**src/rtl/draw_pkg.sv**
```systemverilog
`default_nettype none
// +----------------------------------------------------------------------+
// | Module   : draw_pkg                                                  |
// | Brief    : Shared state encoding, drawable-area defaults and helpers |
// |            for the pixel-drawing blocks (arbiter, blink, ASCII).     |
// | Revision : 1.0 - initial release                                     |
// +----------------------------------------------------------------------+
package draw_pkg;

  // Arbiter ownership states
  typedef enum logic [1:0] {
    ST_IDLE = 2'd0,
    ST_OWN  = 2'd1,
    ST_GAP  = 2'd2
  } draw_state_t;

  // Default drawable area of the VGA fill block
  localparam int c_h_res_def = 160;
  localparam int c_v_res_def = 120;

  // Convert a one-hot vector (up to 8 clients) to its index
  function automatic logic [2:0] onehot_to_idx(input logic [7:0] oh);
    logic [2:0] idx;
    idx = 3'd0;
    for (int i = 0; i < 8; i++) begin
      if (oh[i]) idx = idx | 3'(i);
    end
    return idx;
  endfunction

endpackage
`default_nettype wire

```
**src/rtl/draw_arbiter_rr_pick.sv**
```systemverilog
`default_nettype none
// +----------------------------------------------------------------------+
// | Module   : rr_pick                                                   |
// | Brief    : Combinational winner selection. Round-robin search from   |
// |            a start pointer, or fixed priority (lowest index wins).   |
// | Revision : 1.0 - initial release                                     |
// +----------------------------------------------------------------------+
module rr_pick #(
  parameter int N = 2
) (
  input  logic [N-1:0] req,
  input  logic [2:0]   pointer,
  input  logic         mode,     // 1 = round-robin from pointer, 0 = fixed priority
  output logic [N-1:0] win,
  output logic         valid
);

  logic [3:0] w_idx;
  logic       w_found;

  // Walk candidates in search order and take the first requester
  always_comb begin
    win     = '0;
    w_found = 1'b0;
    w_idx   = 4'd0;
    for (int k = 0; k < N; k++) begin
      w_idx = mode ? (4'(pointer) + 4'(k)) : 4'(k);
      if (w_idx >= 4'(N)) w_idx = w_idx - 4'(N);
      for (int j = 0; j < N; j++) begin
        if (!w_found && (w_idx == 4'(j)) && req[j]) begin
          win[j]  = 1'b1;
          w_found = 1'b1;
        end
      end
    end
  end

  assign valid = |req;

endmodule
`default_nettype wire

```
**src/rtl/draw_arbiter.sv**
```systemverilog
`default_nettype none
// +----------------------------------------------------------------------+
// | Module   : draw_arbiter                                              |
// | Brief    : Shares one VGA pixel-write port among N draw clients.     |
// |            Registers the owner's pixel, clips to the drawable area   |
// |            and inserts a one-cycle gap between owners.               |
// | Revision : 1.0 - initial release                                     |
// +----------------------------------------------------------------------+
module draw_arbiter
  import draw_pkg::*;
#(
  parameter int N_CLIENTS = 2,
  parameter int X_W       = 9,
  parameter int Y_W       = 9,
  parameter int COLOR_W   = 3,
  parameter int RR_MODE   = 1,
  parameter int MAX_HOLD  = 0,
  parameter int H_RES     = c_h_res_def,
  parameter int V_RES     = c_v_res_def
) (
  input  logic                         CLOCK_50,
  input  logic                         reset,
  input  logic [N_CLIENTS-1:0]         req,
  input  logic [N_CLIENTS-1:0]         done,
  input  logic [N_CLIENTS-1:0]         cen,
  input  logic [N_CLIENTS*X_W-1:0]     cx,
  input  logic [N_CLIENTS*Y_W-1:0]     cy,
  input  logic [N_CLIENTS*COLOR_W-1:0] ccolor,
  output logic [N_CLIENTS-1:0]         gnt,
  output logic [X_W-1:0]               x,
  output logic [Y_W-1:0]               y,
  output logic [COLOR_W-1:0]           out_color,
  output logic                         writeEn,
  output logic [2:0]                   owner,
  output logic                         busy,
  output logic                         clipped
);

  localparam int c_hold_w = (MAX_HOLD > 0) ? $clog2(MAX_HOLD + 1) : 1;

  draw_state_t            state_q, state_d;
  logic [N_CLIENTS-1:0]   gnt_q, gnt_d;
  logic [2:0]             owner_q, owner_d;
  logic [2:0]             last_owner_q, last_owner_d;
  logic [c_hold_w-1:0]    hold_q, hold_d;
  logic [X_W-1:0]         x_q, x_d;
  logic [Y_W-1:0]         y_q, y_d;
  logic [COLOR_W-1:0]     color_q, color_d;
  logic                   we_q, we_d;
  logic                   clipped_q, clipped_d;

  logic [X_W-1:0]         w_sel_x;
  logic [Y_W-1:0]         w_sel_y;
  logic [COLOR_W-1:0]     w_sel_color;
  logic                   w_sel_cen;
  logic                   w_sel_done;
  logic                   w_sel_req;
  logic                   w_clip;
  logic                   w_timeout;
  logic                   w_release;
  logic [2:0]             w_ptr;
  logic [N_CLIENTS-1:0]   w_win;
  logic                   w_valid;

  // Round-robin search starts just past the last owner
  assign w_ptr = (last_owner_q >= 3'(N_CLIENTS - 1)) ? 3'd0 : last_owner_q + 3'd1;

  rr_pick #(
    .N (N_CLIENTS)
  ) u_rr_pick (
    .req     (req),
    .pointer (w_ptr),
    .mode    (RR_MODE != 0),
    .win     (w_win),
    .valid   (w_valid)
  );

  // Mux the current owner's signals; owner_q only ever holds a valid index
  always_comb begin
    w_sel_x     = '0;
    w_sel_y     = '0;
    w_sel_color = '0;
    w_sel_cen   = 1'b0;
    w_sel_done  = 1'b0;
    w_sel_req   = 1'b0;
    for (int i = 0; i < N_CLIENTS; i++) begin
      if (owner_q == 3'(i)) begin
        w_sel_x     = cx[i*X_W +: X_W];
        w_sel_y     = cy[i*Y_W +: Y_W];
        w_sel_color = ccolor[i*COLOR_W +: COLOR_W];
        w_sel_cen   = cen[i];
        w_sel_done  = done[i];
        w_sel_req   = req[i];
      end
    end
  end

  assign w_clip    = ({1'b0, w_sel_x} >= (X_W + 1)'(H_RES)) ||
                     ({1'b0, w_sel_y} >= (Y_W + 1)'(V_RES));
  assign w_timeout = (MAX_HOLD > 0) && (int'(hold_q) == MAX_HOLD - 1);
  assign w_release = w_sel_done || !w_sel_req || w_timeout;

  // Next-state, grant and pixel-path logic
  always_comb begin
    state_d      = state_q;
    gnt_d        = gnt_q;
    owner_d      = owner_q;
    last_owner_d = last_owner_q;
    hold_d       = hold_q;
    x_d          = x_q;
    y_d          = y_q;
    color_d      = color_q;
    we_d         = 1'b0;
    clipped_d    = 1'b0;
    case (state_q)
      ST_IDLE, ST_GAP: begin
        if (w_valid) begin
          state_d = ST_OWN;
          gnt_d   = w_win;
          owner_d = onehot_to_idx(8'(w_win));
          hold_d  = '0;
        end else begin
          state_d = ST_IDLE;
        end
      end
      ST_OWN: begin
        // Pixel is written even on the releasing cycle
        x_d       = w_sel_x;
        y_d       = w_sel_y;
        color_d   = w_sel_color;
        we_d      = w_sel_cen & ~w_clip;
        clipped_d = w_sel_cen & w_clip;
        if (hold_q != '1) hold_d = hold_q + 1'b1;
        if (w_release) begin
          state_d      = ST_GAP;
          gnt_d        = '0;
          last_owner_d = owner_q;
        end
      end
      default: begin
        state_d = ST_IDLE;
        gnt_d   = '0;
      end
    endcase
  end

  // State and output registers with synchronous active-low reset
  always_ff @(posedge CLOCK_50) begin
    if (!reset) begin
      state_q      <= ST_IDLE;
      gnt_q        <= '0;
      owner_q      <= 3'd0;
      last_owner_q <= 3'(N_CLIENTS - 1);
      hold_q       <= '0;
      x_q          <= '0;
      y_q          <= '0;
      color_q      <= '0;
      we_q         <= 1'b0;
      clipped_q    <= 1'b0;
    end else begin
      state_q      <= state_d;
      gnt_q        <= gnt_d;
      owner_q      <= owner_d;
      last_owner_q <= last_owner_d;
      hold_q       <= hold_d;
      x_q          <= x_d;
      y_q          <= y_d;
      color_q      <= color_d;
      we_q         <= we_d;
      clipped_q    <= clipped_d;
    end
  end

  assign gnt       = gnt_q;
  assign owner     = owner_q;
  assign x         = x_q;
  assign y         = y_q;
  assign out_color = color_q;
  assign writeEn   = we_q;
  assign clipped   = clipped_q;
  assign busy      = (state_q == ST_OWN);

endmodule
`default_nettype wire

```
**config.mk**
```make
export PLATFORM = sky130hd
export DESIGN_NAME = draw_arbiter
export DESIGN_NICKNAME = d
export VERILOG_FILES = /design/src/rtl/draw_pkg.sv /design/src/rtl/draw_arbiter_rr_pick.sv /design/src/rtl/draw_arbiter.sv
export SDC_FILE = /design/constraint.sdc
export NUM_CORES = 1
export LEC_CHECK = 0
export CORE_MARGIN = 3
export CORE_UTILIZATION = 35
export CTS_BUF_LIST = sky130_fd_sc_hd__clkbuf_4
export CTS_CLUSTER_SIZE = 10
export DETAILED_ROUTE_END_ITERATION = 8
export HOLD_SLACK_MARGIN = 0.05
export PLACE_DENSITY = 0.86
export SETUP_SLACK_MARGIN = 0.2
export SLEW_MARGIN = 20
export SYNTH_ARGS = -nofsm -noshare
export SYNTH_HDL_FRONTEND = slang
export SYNTH_SLANG_ARGS = --single-unit
```
**constraint.sdc**
```tcl
create_clock -name CLOCK_50 -period 1.2 [get_ports CLOCK_50]
set_input_delay 0.18 -clock CLOCK_50 [delete_from_list [all_inputs] [get_ports CLOCK_50]]
set_output_delay 0.18 -clock CLOCK_50 [all_outputs]
set_load 0.05 [all_outputs]
```
-- After elaboration in Yosys (flattened, before gate mapping)
Index checks and enable logic that the tools add are counted.
- add/subtract/negate cells: 4
- magnitude comparators: 5
- equality and inequality tests: 7
- mux-type cells: 28
- bitwise gates (word level): 3
- reduce and logical (&&, ||, !) cells: 23
- operators by type and width (kind ; count):
    two-way mux 9 bit ; 4
    two-way mux 1 bit ; 14
    greater-or-equal comparator 9 x 7 -> 1 bit, second input constant ; 1
    greater-or-equal comparator 9 x 8 -> 1 bit, second input constant ; 1
    two-way mux 3 bit ; 3
    equality test 4 x 1 -> 1 bit, second input constant ; 2
    zero test 4 bit ; 2
    two-way mux 4 bit ; 2
    case mux 2 bit (2 select lines) ; 2
    AND reduction 2 bit ; 4
    logical AND 1 bit ; 7
    two-way mux 2 bit ; 3
    adder 3 x 1 -> 4 bit, second input constant ; 1
    greater-or-equal comparator 4 x 2 -> 1 bit, second input constant ; 1
    zero test 1 bit ; 4
    != test 2 x 1 -> 1 bit, second input constant ; 2
    OR reduction 2 bit ; 2
    subtractor 3 x 2 -> 4 bit, second input constant ; 1
    subtractor 4 x 2 -> 4 bit, second input constant ; 1
    adder 3 x 1 -> 3 bit, second input constant ; 1
    equality test 3 x 1 -> 1 bit, second input constant ; 1
    greater-or-equal comparator 3 x 1 -> 1 bit, second input constant ; 1
    greater-or-equal comparator 3 x 2 -> 1 bit, second input constant ; 1
    zero test 3 bit ; 1
    other kinds (6) ; 8
- register bits after elaboration: 33
- logic and storage cells: 79

-- Depth between registers and ports, before layout
Gate-level depths: netlist of the first run.
- word-level depth: 21
- gate-level depth with buffers: 5

-- Cells and area by module
Synthesis of the first run repeated with hierarchy kept, for this count alone.
- cells, all modules: 172
- area total of the unflattened synthesis: 1569.0 um2
- by module, submodules not included (module ; instances ; cells an instance ; area each (um2)):
    draw_arbiter ; 1 ; 146 ; 1370.1
    rr_pick ; 1 ; 26 ; 198.9

-- Worst setup path before layout of the first run
Ideal clock, no wire load.
- kind: reg-to-reg
- start: register owner_q[0] (netlist: owner[0])
- end: register clipped_q (netlist: clipped)
- library setup time: 0.122 ns
- arrival time: 1.506 ns
- path slack: -0.428 ns
- cell stages (with the launch flop): 4
- buffers on the path: 0
- period minus slack after synthesis: 1.628 ns
- cell sequence: dfxtp_1 -> nor4b_1 -> o221ai_2 -> o311a_1
- longest elaborated chain between the ends: 6
- ends and longest elaborated chain (item ; line ; text):
    start: declaration ; draw_arbiter.sv:43 ; logic [2:0] owner_q, owner_d;
    start signal: assignment ; draw_arbiter.sv:163 ; owner_q <= owner_d;
    zero test 3 bit ; draw_arbiter.sv:87 ; if (owner_q == 3'(i)) begin
    two-way mux 9 bit (2 in a row) ; draw_arbiter.sv:87 ;
    greater-or-equal comparator 9 x 8 -> 1 bit or greater-or-equal comparator 9 x 7 -> 1 bit (tied branches) ; draw_arbiter.sv:98, draw_arbiter.sv:99 ;
    logical OR 1 bit ; draw_arbiter.sv:98 ; assign w_clip = ({1'b0, w_sel_x} >= (X_W + 1)'(H_RES)) ||
    AND 1 bit * ; draw_arbiter.sv:132 ; clipped_d = w_sel_cen & w_clip;
    end signal: assignment ; draw_arbiter.sv:170 ; clipped_q <= clipped_d;
    end: declaration ; draw_arbiter.sv:50 ; logic clipped_q, clipped_d;
Every way passes the cells marked *; elsewhere a longest branch is shown, timed or not.
A chain may end at the register's enable or synchronous reset.

-- Worst setup path after layout of the first run
Ends and elaborated chain as after synthesis.

==> results of run 1 <==
==> worst max-delay path by stage <==
| stage | startpoint | end |
|---|---|---|
| final | owner[0] | clipped |
| after global routing | owner[0] | x[0] |
| after CTS | owner[0] | gnt[0] |
| after detailed placement | cx[17] | clipped |
| after global placement | cx[17] | clipped |
| after floorplan | owner[0] | last_owner_q[0] |
==> through the flow <==
stage	util (%)	setup slack, ns	hold WS (ns)	area [µm²]	power (mW)
5_1_grt	81.7	-0.139	0.483	3100	3.30
4_1_cts	77.2	-0.0457	0.460	2930	3.08
6_report	81.7	-0.0874	0.478	3100	3.18
3_5_place_dp	68.8	-0.354	0.479	2620	2.33
3_3_place_gp	68.8	-0.315	0.476	2620	2.31
2_1_floorplan	-	-0.0156	0.326	1510	1.71
==> power by group through the flow <==
stage	clock, mW	combinational [mW]	sequential (mW)
floorplan	0	0.322	1.39
global placement	0	1.14	1.17
detailed placement	0	1.16	1.18
CTS	0.594	1.32	1.16
global route	0.645	1.49	1.17
finish	0.594	1.42	1.16
==> cells by family (layout without fill, tap and decap cells) <==
family	count (synthesis)	count (layout)	share of synthesized area (%)
other	1	2	0.262
and+or+nand+nor	47	47	17.3
muxes	20	20	14.1
AOI/OAI and AO/OA	36	36	21.8
buffers and inverters	16	123	5.95
DFF	29	29	40.6
==> cell usage after synthesis <==
cell	instances	share of area, %
nor3b_1	2	1.0
nor2b_1	3	1.3
conb_1	1	0.26
o211a_1	19	13
nand2b_1	3	1.3
nor4_1	1	0.44
nor4b_1	1	0.61
mux2i_1	19	13
a21boi_0	3	1.6
buf_4	3	1.6
and3b_1	2	1.2
o41ai_1	1	0.61
inv_1	2	0.53
buf_2	5	1.7
buf_6	1	0.79
nand2_1	24	6.3
o221ai_2	1	1.0
a31oi_1	2	0.87
nor4_4	1	1.5
nand3b_1	2	1.0
nand3_1	5	1.7
o311a_1	1	0.70
o21ai_0	6	2.1
clkbuf_1	5	1.3
dfxtp_1	29	41
mux2_2	1	0.79
nor2_1	3	0.79
o211ai_1	3	1.6
==> cells in the final DEF, fill, tap and decap left out, drive strengths merged, types with 3 or more instances in the layout <==
cell type | synthesis | final
clkbuf | 5 | 7
nand3 | 5 | 5
a21boi | 3 | 3
clkdlybuf4s50 | 0 | 48
mux2i | 19 | 19
o21ai | 6 | 6
o211a | 19 | 19
nor2b | 3 | 3
dfxtp | 29 | 29
nand2b | 3 | 3
nor2 | 3 | 3
o211ai | 3 | 3
buf | 9 | 64
nand2 | 24 | 24
==> tightest hold or removal path, delay by kind of cell <==
family / cells / cell delay [ns]
compound gates: 1 / 0.09
buf+inv: 1 / 0.40
simple gates: 1 / 0.09
==> final cells by class <==
class                      count  area, µm²  share of cell area, %
clock inverter                 1       3.75                  0.121
tap                           48       60.1                   1.94
inverter                       2       7.51                  0.242
sequential                    29        618                   19.9
timing repair buffer         113       1480                   47.8
multi-input combinational    105        876                   28.2
clock buffer                   7       52.6                   1.69
==> layer usage <==
metal  up-vias  part of all wire [%]
li1        753                     -
met1       731                    40
met2        51                    53
met3         4                   6.2
met4         0                  0.61
met5         -                     0
==> flip-flops by register name, summed over array words and instances (netlist names) <==
name and flops:
state_q 2, last_owner_q 1, y 9, clipped 1, owner 1, x 9
gnt 2, writeEn 1, out_color 3
==> timing repair <==
| item | in CTS | in global routing |
|---|---|---|
| gates cloned | 2 | 0 |
| setup endpoints to repair | 54 | 56 |
| resized for setup | 50 | 27 |
| pin swaps | 7 | 19 |
| buffers inserted | 13 | 7 |
==> reports/metrics.cfg, run 1 <==
[outcome]
run_status = finished with violations
violations = negative setup slack

[hold_path]
min_from = cy[3]
holdPathStages = 3
hold_path_class = in -> reg
whs_endpoint = y[3]

[route]
wire_per_inst_um = 16.1
num_vias = 1539
drc = 0
vias_per_cell = 5.05
dr.pass1.iters = 4
ant_nets = 0
drt_iter0_markers = 64
wl_mm = 4.91

[grt]
grt_use_total_pct = 18.1
grtUsageMet2_pct = 32.2
antenna_found_initial = 0
grt_use_met1_pct = 21.3
grt_use_met3_pct = 6.19
grt_overflow = 0
grt_pass1_wl_mm = 7.18
grt_pass1_vias = 1527
grt_max_degree = 18
gr-max-usage-layer = met2

[sta]
fmax_ghz = 0.777
hold_viol_final = 0
rsz0062_at_grt = yes
fin_crit_sh_pct = 107
fin_tns_setup_ns = -0.771
finalWorstPathRequiredPeriod_ns = 1.29
slew_viol_final = 0
skew_ns = 0.0179
setup_viol = 19
setup_ws_ns = -0.0874

[logic_synthesis]
synth_warnings = 0
netlist_area_um2 = 1430
ys_types = 28
postSynthCellCount = 149
ys_ff_latch = 29
syn_area_per_cell_um2 = 9.60
synth_seq_area_share_pct = 40.6

[clocking]
cts_hold_buf = 0
htree_levels = 2
cts_tree = yes
cts-buffers-inserted = 5
path_clk_slew_ns = 0.10
clock_latency_ns = 0.33
clock_path_buffers = 2
root_buffer = clkbuf_4
cts.sink_count = 29

[finish]
fin_nets = 306
drive_above_1_share_pct = 47.9
diodes = 0
syn_to_final_growth_pct = 117
fillers = 218
finalNonFillerCells = 305

[power_and_ir_drop]
switching_share_pct = 32.9
p_switching_mw = 1.04
power_frac_comb_pct = 44.8
cellPowerDensity_nw_per_um2 = 1020
worst_ir_drop_vdd_v = 0.000925
internal_power_mw = 2.13
clkPwrFrac_pct = 18.7
power.leakage_nw = 1.40
seqPwrFrac_pct = 36.5

[place]
io_buffers = 76
place_congestion = 0.860
dp.cells = 275
dp_hpwl_mm = 3.28

[critical_path]
reg2reg_from = owner[0]
reg2reg_to = clipped
crit_path_start_kind = flop
crit_chain = buf_6 > buf_12 > nor4_4 > o221ai_2 > o311a_1
slowest_delay_ns = 0.37
end_kind = flop
rr_worst_depth = 5
crit_slowest_cell = dfxtp_4
worstSetupPathDepth = 5
worst-path-buf-inv = 2
crit_arrival_ns = 1.51
setup.worst_path.class = reg -> reg
r2r_slack_ns = -0.09
crit_fanout = 4
cp.required_ns = 1.43
critical-path-top-delay-family = compound AO/OA/AOI/OAI gates

[floorplanning]
die_height_um = 69.9
coreArea_um2 = 3800
die_x_um = 69.9
num_rows = 22
ios = 79
dieArea_um2 = 4890
start_util_pct = 37.6

[job]
max-cap-violations = 0

Note: power is estimated with default switching activity, not from simulation.
==> run 2, diff against run 1 <==
--- a/config.mk
+++ b/config.mk
@@ -11,9 +11,10 @@
 export CTS_CLUSTER_SIZE = 10
 export DETAILED_ROUTE_END_ITERATION = 8
 export HOLD_SLACK_MARGIN = 0.05
-export PLACE_DENSITY = 0.86
+export PLACE_DENSITY = 0.83
 export SETUP_SLACK_MARGIN = 0.2
 export SLEW_MARGIN = 20
 export SYNTH_ARGS = -nofsm -noshare
 export SYNTH_HDL_FRONTEND = slang
+export SYNTH_HIERARCHICAL = 1
 export SYNTH_SLANG_ARGS = --single-unit
==> reports/metrics.cfg, run 2 <==
[floorplanning]
coreArea_um2 = 4170  ; +9.8%
start_util_pct = 37.6  ; -0.047 points
die_x_um = 73.0  ; +4.3%
ios = 79  ; unchanged
dieArea_um2 = 5320  ; +8.9%
die_height_um = 73.0  ; +4.3%
num_rows = 23  ; +4.5%

[logic_synthesis]
synth_warnings = 6  ; +6
synthFlopType = dfxtp_1
syn_area_per_cell_um2 = 9.12  ; -5.0%
netlist_area_um2 = 1570  ; +9.7%
yosysTopAreaCellShare_pct = 37.0  ; -3.6 points
synthArstFlopShare_pct = 0  ; unchanged
synth_top_cell_by_area = dfxtp_1
ys_top_cells_by_area = dfxtp_1 37%, mux2i_1 11%, a211oi_1 7.2%
synth_edf_count = 0  ; unchanged
ys_types = 44  ; +57%
ys_ff_latch = 29  ; unchanged
synth_common_cells = 29 x dfxtp_1, 19 x nor2_1, 18 x mux2i_1
postSynthCellCount = 172  ; +15%
synthMostInstantiatedCell = dfxtp_1
synth_seq_area_share_pct = 37.0  ; -3.6 points

[critical_path]
setup.worst_path.class = reg -> reg
cp.required_ns = 1.46  ; +0.03 ns
worst-path-buf-inv = 1  ; -1
reg2reg_from = last_owner_q[0]
end_kind = flop
crit_fanout = 2  ; -2
crit_arrival_ns = 2.29  ; +0.78 ns
r2r_slack_ns = -0.83  ; -0.75 ns
critical-path-top-delay-family = compound AO/OA/AOI/OAI gates
reg2reg_to = gnt[1]
crit_slowest_cell = a311oi_1
crit_chain = inv_4 > ha_4 > nand2_4 > ha_4 > xnor2_2 > o221ai_2 > a41o_1 > nand2_1 > a311oi_1
slowest_delay_ns = 0.37  ; about the same
crit_top_cell = ha_4
rr_worst_depth = 9  ; +4
crit_path_start_kind = flop

[clocking]
htree_levels = 2  ; unchanged
cts-buffers-inserted = 5  ; unchanged
cts.sink_count = 29  ; unchanged
path_clk_slew_ns = 0.12  ; +0.02 ns
clock_path_buffers = 2  ; unchanged
cts_tree = yes
clock_latency_ns = 0.36  ; +0.03 ns
root_buffer = clkbuf_4

[sta]
fmax_ghz = 0.491  ; -37%
hold_viol_final = 0  ; unchanged
skew_ns = 0.0233  ; +0.00532 ns
finalWorstPathRequiredPeriod_ns = 2.03  ; +0.747 ns
setup_viol = 29  ; +10
setup_ws_ns = -0.835  ; -0.747 ns
rsz0062_at_grt = yes
slew_viol_final = 0  ; unchanged
fin_crit_sh_pct = 170  ; +62 points

[power_and_ir_drop]
power.leakage_nw = 1.55  ; +10%
cellPowerDensity_nw_per_um2 = 987  ; -3.7%
worst_ir_drop_vdd_v = 0.000753  ; -19%
design_power_total_mw = 3.76  ; +19%

[finish]
drive_above_1_share_pct = 61.9  ; +14 points
syn_to_final_growth_pct = 143
finalNonFillerCells = 370  ; +21%
diodes = 0  ; unchanged
final_cell_mix = 49 x clkdlybuf4s50_1, 34 x buf_4, 33 x buf_12
fin_nets = 372  ; +22%
final_common_cell = clkdlybuf4s50_1

[place]
place_congestion = 0.784  ; -8.8%
dp.cells = 318  ; +16%
dp_hpwl_mm = 3.69  ; +12%
io_buffers = 76  ; unchanged

[outcome]
violations = negative setup slack
run_status = finished with violations

[grt]
grt_use_total_pct = 22.4  ; +4.2 points
grt_pass1_vias = 1895  ; +24%
grt_pass1_wl_mm = 9.03  ; +26%
grt_max_degree = 19  ; +1
antenna_found_initial = 0  ; unchanged
grt_overflow = 0  ; unchanged

[route]
num_vias = 2167  ; +41%
vias_per_cell = 5.86  ; +16%
wire_per_inst_um = 24.4  ; +51%
ant_nets = 0  ; unchanged
wl_mm = 9.01  ; +84%
drc = 0  ; unchanged
dr.pass1.iters = 5  ; +1
drt_iter0_markers = 167  ; +160%

[hold_path]
whs_endpoint = y[3]
hold_path_class = in -> reg
min_from = cy[12]
holdPathStages = 3  ; unchanged

[job]
max-cap-violations = 0  ; unchanged

==> run 2: changes by cell type in the layout (fill, tap and decap cells not counted), moves of 10 or more <==
cell | before | now
buf_4 | 12 | 34
a211oi_2 | 0 | 14
conb_1 | 2 | 13
o211a_1 | 19 | 4
mux2i_1 | 15 | 5
==> run 2: through the flow <==
stage               utilization (%)  area, µm²  hold WS [ns]  setup TNS, ns  setup WS (ns)
finish                         91.5       3820         0.479          -4.60         -0.835
global route                   91.5       3820         0.480          -5.27         -0.884
CTS                            81.8       3410         0.428          -1.69         -0.483
detailed placement             68.4       2850         0.527          -2.48         -0.528
global placement               68.4       2850         0.520          -2.03         -0.429
floorplan                         -       1710         0.348          -1.62         -0.571
==> run 2: timing repair <==
item / in CTS / in global routing
pin swaps: 22 / 21
gates cloned: 2 / 3
setup endpoints to repair: 56 / 56
gates resized for setup: 94 / 40
setup buffers: 17 / 22
hold buffers: 0 / 0
==> run 2: worst reg2reg max path, cell delays in order, from the launching register on <==
cell      delay, ns
dfxtp_2        0.36
inv_4          0.06
ha_4           0.14
nand2_4        0.05
ha_4           0.16
xnor2_2        0.14
o221ai_2       0.26
a41o_1         0.27
nand2_1        0.13
a311oi_1       0.37
==> run 2: power breakdown <==
| group | switching (mW) | total, mW | internal, mW |
|---|---|---|---|
| clock | 0.427 | 0.673 | 0.246 |
| sequential | 0.110 | 1.17 | 1.06 |
| combinational | 0.897 | 1.92 | 1.03 |
==> run 2: cell type report <==
| cell class | instances | area [µm²] |
|---|---|---|
| Fill cell | 135 | 357 |
| Multi-Input combinational cell | 138 | 1280 |
| Sequential cell | 29 | 636 |
| Clock inverter | 2 | 10.0 |
| Clock buffer | 6 | 45.0 |
| Timing Repair Buffer | 142 | 1770 |
| Tap cell | 50 | 62.6 |
| Inverter | 3 | 13.8 |
==> run 2: layer usage <==
layer	vias to the layer above	global-route usage [%]	part of all wire (%)
met3	48	6.89	9.0
met1	1032	24.3	34
met2	177	41.6	51
met4	0	5.94	5.5
met5	-	0	0
li1	910	-	-
==> run 2: how the worst max path moves through the flow <==
stage | from | to | slack [ns] | depth (start not counted)
2_1_floorplan | last_owner_q[0] | gnt[1] | -0.57 | 10
3_3_place_gp | last_owner_q[0] | gnt[1] | -0.43 | 9
3_5_place_dp | last_owner_q[0] | gnt[1] | -0.53 | 9
4_1_cts | last_owner_q[0] | gnt[1] | -0.48 | 9
5_1_grt | last_owner_q[0] | gnt[1] | -0.88 | 9
6_report | last_owner_q[0] | gnt[1] | -0.83 | 9
==> run 2: logic make-up (layout without fill, tap and decap cells) <==
kind of cell,after synthesis,after routing,share of synthesized area [%]
AO/OA/AOI/OAI,42,42,20.4
XOR/XNOR,2,2,1.12
adder cells (fa/ha/maj),3,3,2.39
buffers and inverters,16,153,6.70
flip-flops,29,29,37.0
multiplexers,19,19,12.2
other,2,13,0.479
AND/OR/NAND/NOR,59,59,19.7
